==> src/rtl/ps2_pkg.sv <==
// Shared PS/2 definitions: host-transmit state encoding, frame length,
// default timing constants and the odd-parity helper.
package ps2_pkg;

  typedef enum logic [2:0] {
    S_IDLE,
    S_INHIBIT,
    S_REQ,
    S_SEND,
    S_ACK,
    S_WAIT_IDLE,
    S_DONE
  } ps2_tx_state_e;

  localparam int PS2_FRAME_BITS      = 11;
  localparam int PS2_INHIBIT_DEFAULT = 10000;
  localparam int PS2_TIMEOUT_DEFAULT = 2000000;

  function automatic logic odd_parity(input logic [7:0] b);
    return ~^b;
  endfunction

endpackage

==> src/rtl/ps2_line_sync.sv <==
// Two-flop synchronizers for the PS/2 clock and data lines plus a
// falling-edge strobe on the synchronized clock.
module ps2_line_sync (
  input  logic clk,
  input  logic rst,
  input  logic key_clk,
  input  logic key_data,
  output logic clk_s,
  output logic data_s,
  output logic clk_fall
);

  logic key_clk_p0, key_clk_p1, key_clk_p2;
  logic key_data_p0, key_data_p1;

  // Lines idle high, so the synchronizers come out of reset at 1.
  always_ff @(posedge clk) begin
    if (!rst) begin
      key_clk_p0  <= 1'b1;
      key_clk_p1  <= 1'b1;
      key_clk_p2  <= 1'b1;
      key_data_p0 <= 1'b1;
      key_data_p1 <= 1'b1;
    end else begin
      key_clk_p0  <= key_clk;
      key_clk_p1  <= key_clk_p0;
      key_clk_p2  <= key_clk_p1;
      key_data_p0 <= key_data;
      key_data_p1 <= key_data_p0;
    end
  end

  assign clk_s    = key_clk_p1;
  assign data_s   = key_data_p1;
  assign clk_fall = key_clk_p2 & ~key_clk_p1;

endmodule

==> src/rtl/ps2_host_tx.sv <==
// PS/2 host-to-device command transmitter (request-to-send, 8N+parity, ack).
// Optional PS2_TX_TIMEOUT_EN adds a watchdog from request to final idle.
module ps2_host_tx
  import ps2_pkg::*;
#(
  parameter int INHIBIT_CYCLES = PS2_INHIBIT_DEFAULT
`ifdef PS2_TX_TIMEOUT_EN
  , parameter int TIMEOUT_CYCLES = PS2_TIMEOUT_DEFAULT
`endif
) (
  input  logic       clk,
  input  logic       rst,
  input  logic       key_clk,
  input  logic       key_data,
  output logic       key_clk_oe,
  output logic       key_data_oe,
  input  logic [7:0] tx_byte,
  input  logic       tx_valid,
  output logic       tx_ready,
  output logic       tx_done,
  output logic       tx_err,
  output logic       rx_hold
);

  localparam int INH_W = $clog2(INHIBIT_CYCLES + 1);

  ps2_tx_state_e    state, state_n;
  logic             clk_s, data_s, clk_fall;
  logic [7:0]       shift_q;
  logic             parity_q;
  logic [3:0]       bit_cnt;
  logic [INH_W-1:0] inh_cnt;
  logic             inh_last;
  logic             data_oe_q;
  logic             ack_ok;
  logic             accept;
  logic             timeout;

  ps2_line_sync u_sync (
    .clk      (clk),
    .rst      (rst),
    .key_clk  (key_clk),
    .key_data (key_data),
    .clk_s    (clk_s),
    .data_s   (data_s),
    .clk_fall (clk_fall)
  );

  assign inh_last    = (inh_cnt == INH_W'(INHIBIT_CYCLES - 1));
  assign accept      = tx_valid & tx_ready;
  assign key_data_oe = data_oe_q;
  assign rx_hold     = (state != S_IDLE);

`ifdef PS2_TX_TIMEOUT_EN
  localparam int TO_W = $clog2(TIMEOUT_CYCLES + 1);
  logic [TO_W-1:0] to_cnt;
  logic            to_active;

  assign to_active = state inside {S_REQ, S_SEND, S_ACK, S_WAIT_IDLE};
  assign timeout   = to_active && (to_cnt == TO_W'(TIMEOUT_CYCLES - 1));

  always_ff @(posedge clk) begin
    if (!rst || !to_active) to_cnt <= '0;
    else                    to_cnt <= to_cnt + TO_W'(1);
  end
`else
  assign timeout = 1'b0;
`endif

  always_comb begin
    state_n    = state;
    key_clk_oe = 1'b0;
    tx_ready   = 1'b0;
    tx_done    = 1'b0;
    tx_err     = 1'b0;
    case (state)
      S_IDLE: begin
        tx_ready = rst;
        if (accept) state_n = S_INHIBIT;
      end
      S_INHIBIT: begin
        key_clk_oe = 1'b1;
        if (inh_last) state_n = S_REQ;
      end
      S_REQ: begin
        key_clk_oe = 1'b1;
        state_n    = S_SEND;
      end
      S_SEND:
        if (clk_fall && bit_cnt == 4'(PS2_FRAME_BITS - 2)) state_n = S_ACK;
      S_ACK:
        if (clk_fall) state_n = S_WAIT_IDLE;
      S_WAIT_IDLE:
        if (clk_s && data_s) state_n = S_DONE;
      S_DONE: begin
        tx_done = 1'b1;
        tx_err  = ~ack_ok;
        state_n = S_IDLE;
      end
      default: state_n = S_IDLE;
    endcase
    if (timeout) state_n = S_DONE;
  end

  // Data is driven low one cycle before the clock is released (REQ).
  always_ff @(posedge clk) begin
    if (!rst) begin
      state     <= S_IDLE;
      inh_cnt   <= '0;
      bit_cnt   <= '0;
      data_oe_q <= 1'b0;
      ack_ok    <= 1'b0;
    end else begin
      state <= state_n;
      case (state)
        S_IDLE: begin
          inh_cnt   <= '0;
          bit_cnt   <= '0;
          data_oe_q <= 1'b0;
          ack_ok    <= 1'b0;
        end
        S_INHIBIT: begin
          inh_cnt <= inh_cnt + INH_W'(1);
          if (inh_last) data_oe_q <= 1'b1;
        end
        S_SEND:
          if (clk_fall) begin
            bit_cnt <= bit_cnt + 4'd1;
            if (bit_cnt < 4'd8)       data_oe_q <= ~shift_q[0];
            else if (bit_cnt == 4'd8) data_oe_q <= ~parity_q;
            else                      data_oe_q <= 1'b0;
          end
        S_ACK:
          if (clk_fall) ack_ok <= ~data_s;
        default: ;
      endcase
      if (timeout) begin
        data_oe_q <= 1'b0;
        ack_ok    <= 1'b0;
      end
    end
  end

  always_ff @(posedge clk) begin
    if (accept) begin
      shift_q  <= tx_byte;
      parity_q <= odd_parity(tx_byte);
    end else if (state == S_SEND && clk_fall) begin
      shift_q <= shift_q >> 1;
    end
  end

endmodule

==> config.mk <==
export PLATFORM = sky130hd
export DESIGN_NAME = ps2_host_tx
export DESIGN_NICKNAME = d
export VERILOG_FILES = /design/src/rtl/ps2_pkg.sv /design/src/rtl/ps2_line_sync.sv /design/src/rtl/ps2_host_tx.sv
export SDC_FILE = /design/constraint.sdc
export NUM_CORES = 1
export LEC_CHECK = 0
export ABC_AREA = 1
export CORE_MARGIN = 1
export CORE_UTILIZATION = 51
export CTS_CLUSTER_DIAMETER = 100
export DETAILED_ROUTE_END_ITERATION = 10
export PLACE_DENSITY_LB_ADDON = 0.05
export SYNTH_ARGS = -nofsm -noshare
export SYNTH_HDL_FRONTEND = slang
export SYNTH_HIERARCHICAL = 1
export SYNTH_SLANG_ARGS = --single-unit
export TNS_END_PERCENT = 10
==> constraint.sdc <==
create_clock -name clk -period 1.5 [get_ports clk]
set_input_delay 0.15 -clock clk [delete_from_list [all_inputs] [get_ports clk]]
set_output_delay 0.15 -clock clk [all_outputs]
set_load 0.05 [all_outputs]
==> results of run 1 <==
[cell usage after synthesis, types with 2 or more instances]
cell type	instances
a211oi_1	3
a21oi_1	19
buf_4	2
dfxtp_1	28
edfxtp_1	9
ha_1	4
inv_1	31
inv_2	4
nand2_1	86
nand2_2	3
nand3_1	13
nand4_1	4
nor2_1	29
nor2_2	2
nor2_4	2
nor3_1	4
o21ai_0	13
xnor2_1	7
[worst min-delay path: cells and delay by family]
family                 cells  cell delay (ps)
buffers and inverters      2              440
and+or+nand+nor            1               40
[layout by cell type, fill, tap and decap left out, types with 3 or more instances in the layout]
cell,instances
a211oi_1,3
a21oi_1,19
buf_12,7
buf_4,12
clkbuf_8,5
clkdlybuf4s50_1,12
dfxtp_1,24
edfxtp_1,9
ha_1,3
inv_1,29
inv_2,6
nand2_1,84
nand2_8,3
nand3_1,12
nand4_1,4
nor2_1,26
nor2_2,4
nor2_4,3
o21ai_0,13
xnor2_1,7
[power by group]
group	leakage (nW)	switching, mW	internal (mW)
Clock	0.0518	0.364	0.489
Combinational	0.683	1.13	0.788
Sequential	0.314	0.0925	1.18
Total	1.05	1.58	2.45
[sequential cells by signal, indices dropped and copies added (netlist names), 3 cells and up]
signal / cells
bit_cnt: 4
state: 3
inh_cnt: 14
shift_q: 8
[area by class of cell]
type | count | area [um2]
Fill cell | 296 | 920
Sequential cell | 37 | 841
Clock inverter | 3 | 41.3
Inverter | 35 | 131
Tap cell | 46 | 57.6
Timing Repair Buffer | 33 | 373
Multi-Input combinational cell | 195 | 1040
Clock buffer | 5 | 68.8
[routing by layer]
metal | track usage (%) | vias up | routed length, um
met1 | 30.4 | 803 | 2000
li1 | - | 930 | -
met4 | 10.8 | 0 | 44
met5 | 0 | - | 0
met2 | 38.0 | 29 | 1930
met3 | 6.70 | 4 | 169
[cell families (layout without fill, tap and decap cells)]
kind of cell | after synthesis | after routing | synth area share [%]
simple gates | 147 | 147 | 32.6
xor+xnor | 7 | 7 | 3.18
fa+ha+maj | 4 | 4 | 2.59
buf+inv | 39 | 76 | 8.42
flops | 37 | 37 | 43.0
compound gates | 37 | 37 | 10.2
[per-stage QoR]
stage	worst slack, ps	instance area (um2)	setup TNS, ps	power [mW]	hold WS (ps)
after floorplan	-218	1970	-3400	2.38	219
after global placement	-13.1	2340	-43.2	3.02	392
after detailed placement	-36.7	2340	-104	3.04	388
after CTS	-8.11	2490	-8.11	3.97	373
after global routing	-51.1	2550	-93.2	4.30	392
final	-7.01	2550	-7.01	4.04	382
[worst max-delay path by stage]
stage               endpoint  cells after the start  startpoint  slack [ps]
floorplan           parity_q                      7    state[0]        -220
global placement    state[2]                      8         rst         -10
detailed placement  state[1]                      9         rst         -40
CTS                 state[0]                     10    state[2]          -8
global route        tx_ready                      5    state[1]         -50
finish              tx_ready                      5    state[1]          -7
[timing repair]
item | CTS | global route
setup endpoints to repair | 6 | 30
gates cloned | 0 | 0
pin swaps | 0 | 3
setup buffers | 1 | 0
gates resized for setup | 5 | 18
==> flow_summary_export.csv, run 1 <==
group,metric,value,unit
status,outcome,"finished with violations",
status,violations,"negative setup slack",
global_routing,grt_first_pass_wirelength,7460,um
clocking,hold_buffers,0,
setup_path,cp_slowest_cell,"dfxtp_4",
route,ant_nets,0,
die,core_area,3470,um2
placed_design,place_inst,345,
setup_path,reg2reg_to,"ack_ok",
setup_path,crit_chain,"nor2_4, nand2_8, nor2_4, buf_6, buf_12",
route,dr.pass1.iters,5,
clocking,insertion_delay,290,ps
yosys,synth_edf_count,9,
worst_hold_path,hold_start,"key_data",
layout,drive_gt1_share,18.8,%
yosys,synthCells,271,
global_routing,grt_max_degree,21,
yosys,async_reset_ff_share,0,%
clocking,root_buffer,"clkbuf_8",
sta,finalCriticalPeriod,1510,ps
yosys,yosysTopAreaCell,"dfxtp_1",
clocking,cts_buffer_depth,2,
yosys,synth_ff_type,"dfxtp_1",
setup_path,reg2reg_depth,7,
yosys,avgSynthCellArea,7.12,um2
clocking,clock-sinks,37,
yosys,netlist_top_cells_area,"dfxtp_1 (29%), nand2_1 (17%), edfxtp_1 (14%)",
setup_path,path_max_fanout,5,
yosys,synth_nets,288,
layout,stdcell_count,354,
layout,diodes,0,
die,die_w,63.5,um
clocking,h-tree-depth,2,
run,drv_cap,0,
sta,setup_ws,-7.01,ps
route,wl_per_cell,11.7,um
setup_path,crit_buf_inv,2,
global_routing,grt_pass1_vias,1723,
route,wirelength,4150,um
clocking,cts_tree,"yes",
setup_path,worstPathRequired,1350,ps
yosys,yosysUniqueCellTypes,26,
setup_path,critical-path-top-delay-family,"simple AND/OR/NAND/NOR gates",
sta,post-route-period-util,100,%
setup_path,cpMostUsedCell,"nor2_4",
sta,hold_viol_final,0,
yosys,syn_area,1930,um2
placed_design,place.detailed.hpwl,3070,um
sta,fin_skew,6.77,ps
sta,slew_headroom,82.6,%
global_routing,grtUsageTotal,24.1,%
route,drt_iter0_markers,99,
placed_design,gp_congestion,0.842,
route,viasPerCell,4.99,
die,die_area,4040,um2
setup_path,cp-end-kind,"output pin",
power,powerDensity,1580,nW/um2
route,vias,1766,
yosys,yosysSeqAreaShare,43.0,%
clocking,cts_buffers,5,
die,die_h,63.5,um
layout,final_util,73.5,%
power,p_leak,1.05,nW
sta,max_freq,664,MHz
placed_design,port_buffers,18,
yosys,yosysTopAreaCellShare,29.0,%
die,ios,19,
die,start_util,55.7,%
worst_hold_path,hp-class,"in -> reg",
layout,fin_nets,324,
yosys,yosys_warnings,6,
die,rows,21,
worst_hold_path,min_delay_path_depth,3,
setup_path,timing.rr.start,"state[1]",
clocking,path_clk_slew,70,ps
setup_path,critPathKind,"reg -> out",
global_routing,overflow,0,
yosys,synth-seq-cells,37,
sta,setup_violations,1,
global_routing,antenna_found_initial,0,
power,ir_drop,0.000865,V
route,drc,0,
sta,rsz0062_at_grt,"true",
layout,area_growth,32.0,%
sta,worstMarginPinSlew,258,ps
setup_path,critPathMaxStageDelay,370,ps
worst_hold_path,min_to,"u_sync/key_data_p0",
setup_path,cp-start-kind,"register",
setup_path,crit_arrival,1360,ps
setup_path,rrSetupSlack,90,ps
sta,slew_viol_final,0,
(Power assumes the default switching activity.)
==> inputs of run 2 (changes only) <==
CORE_MARGIN = not set   (was 1)
==> results of run 2 <==
No change in the layout: final DEF, timing and power equal those of run 1.
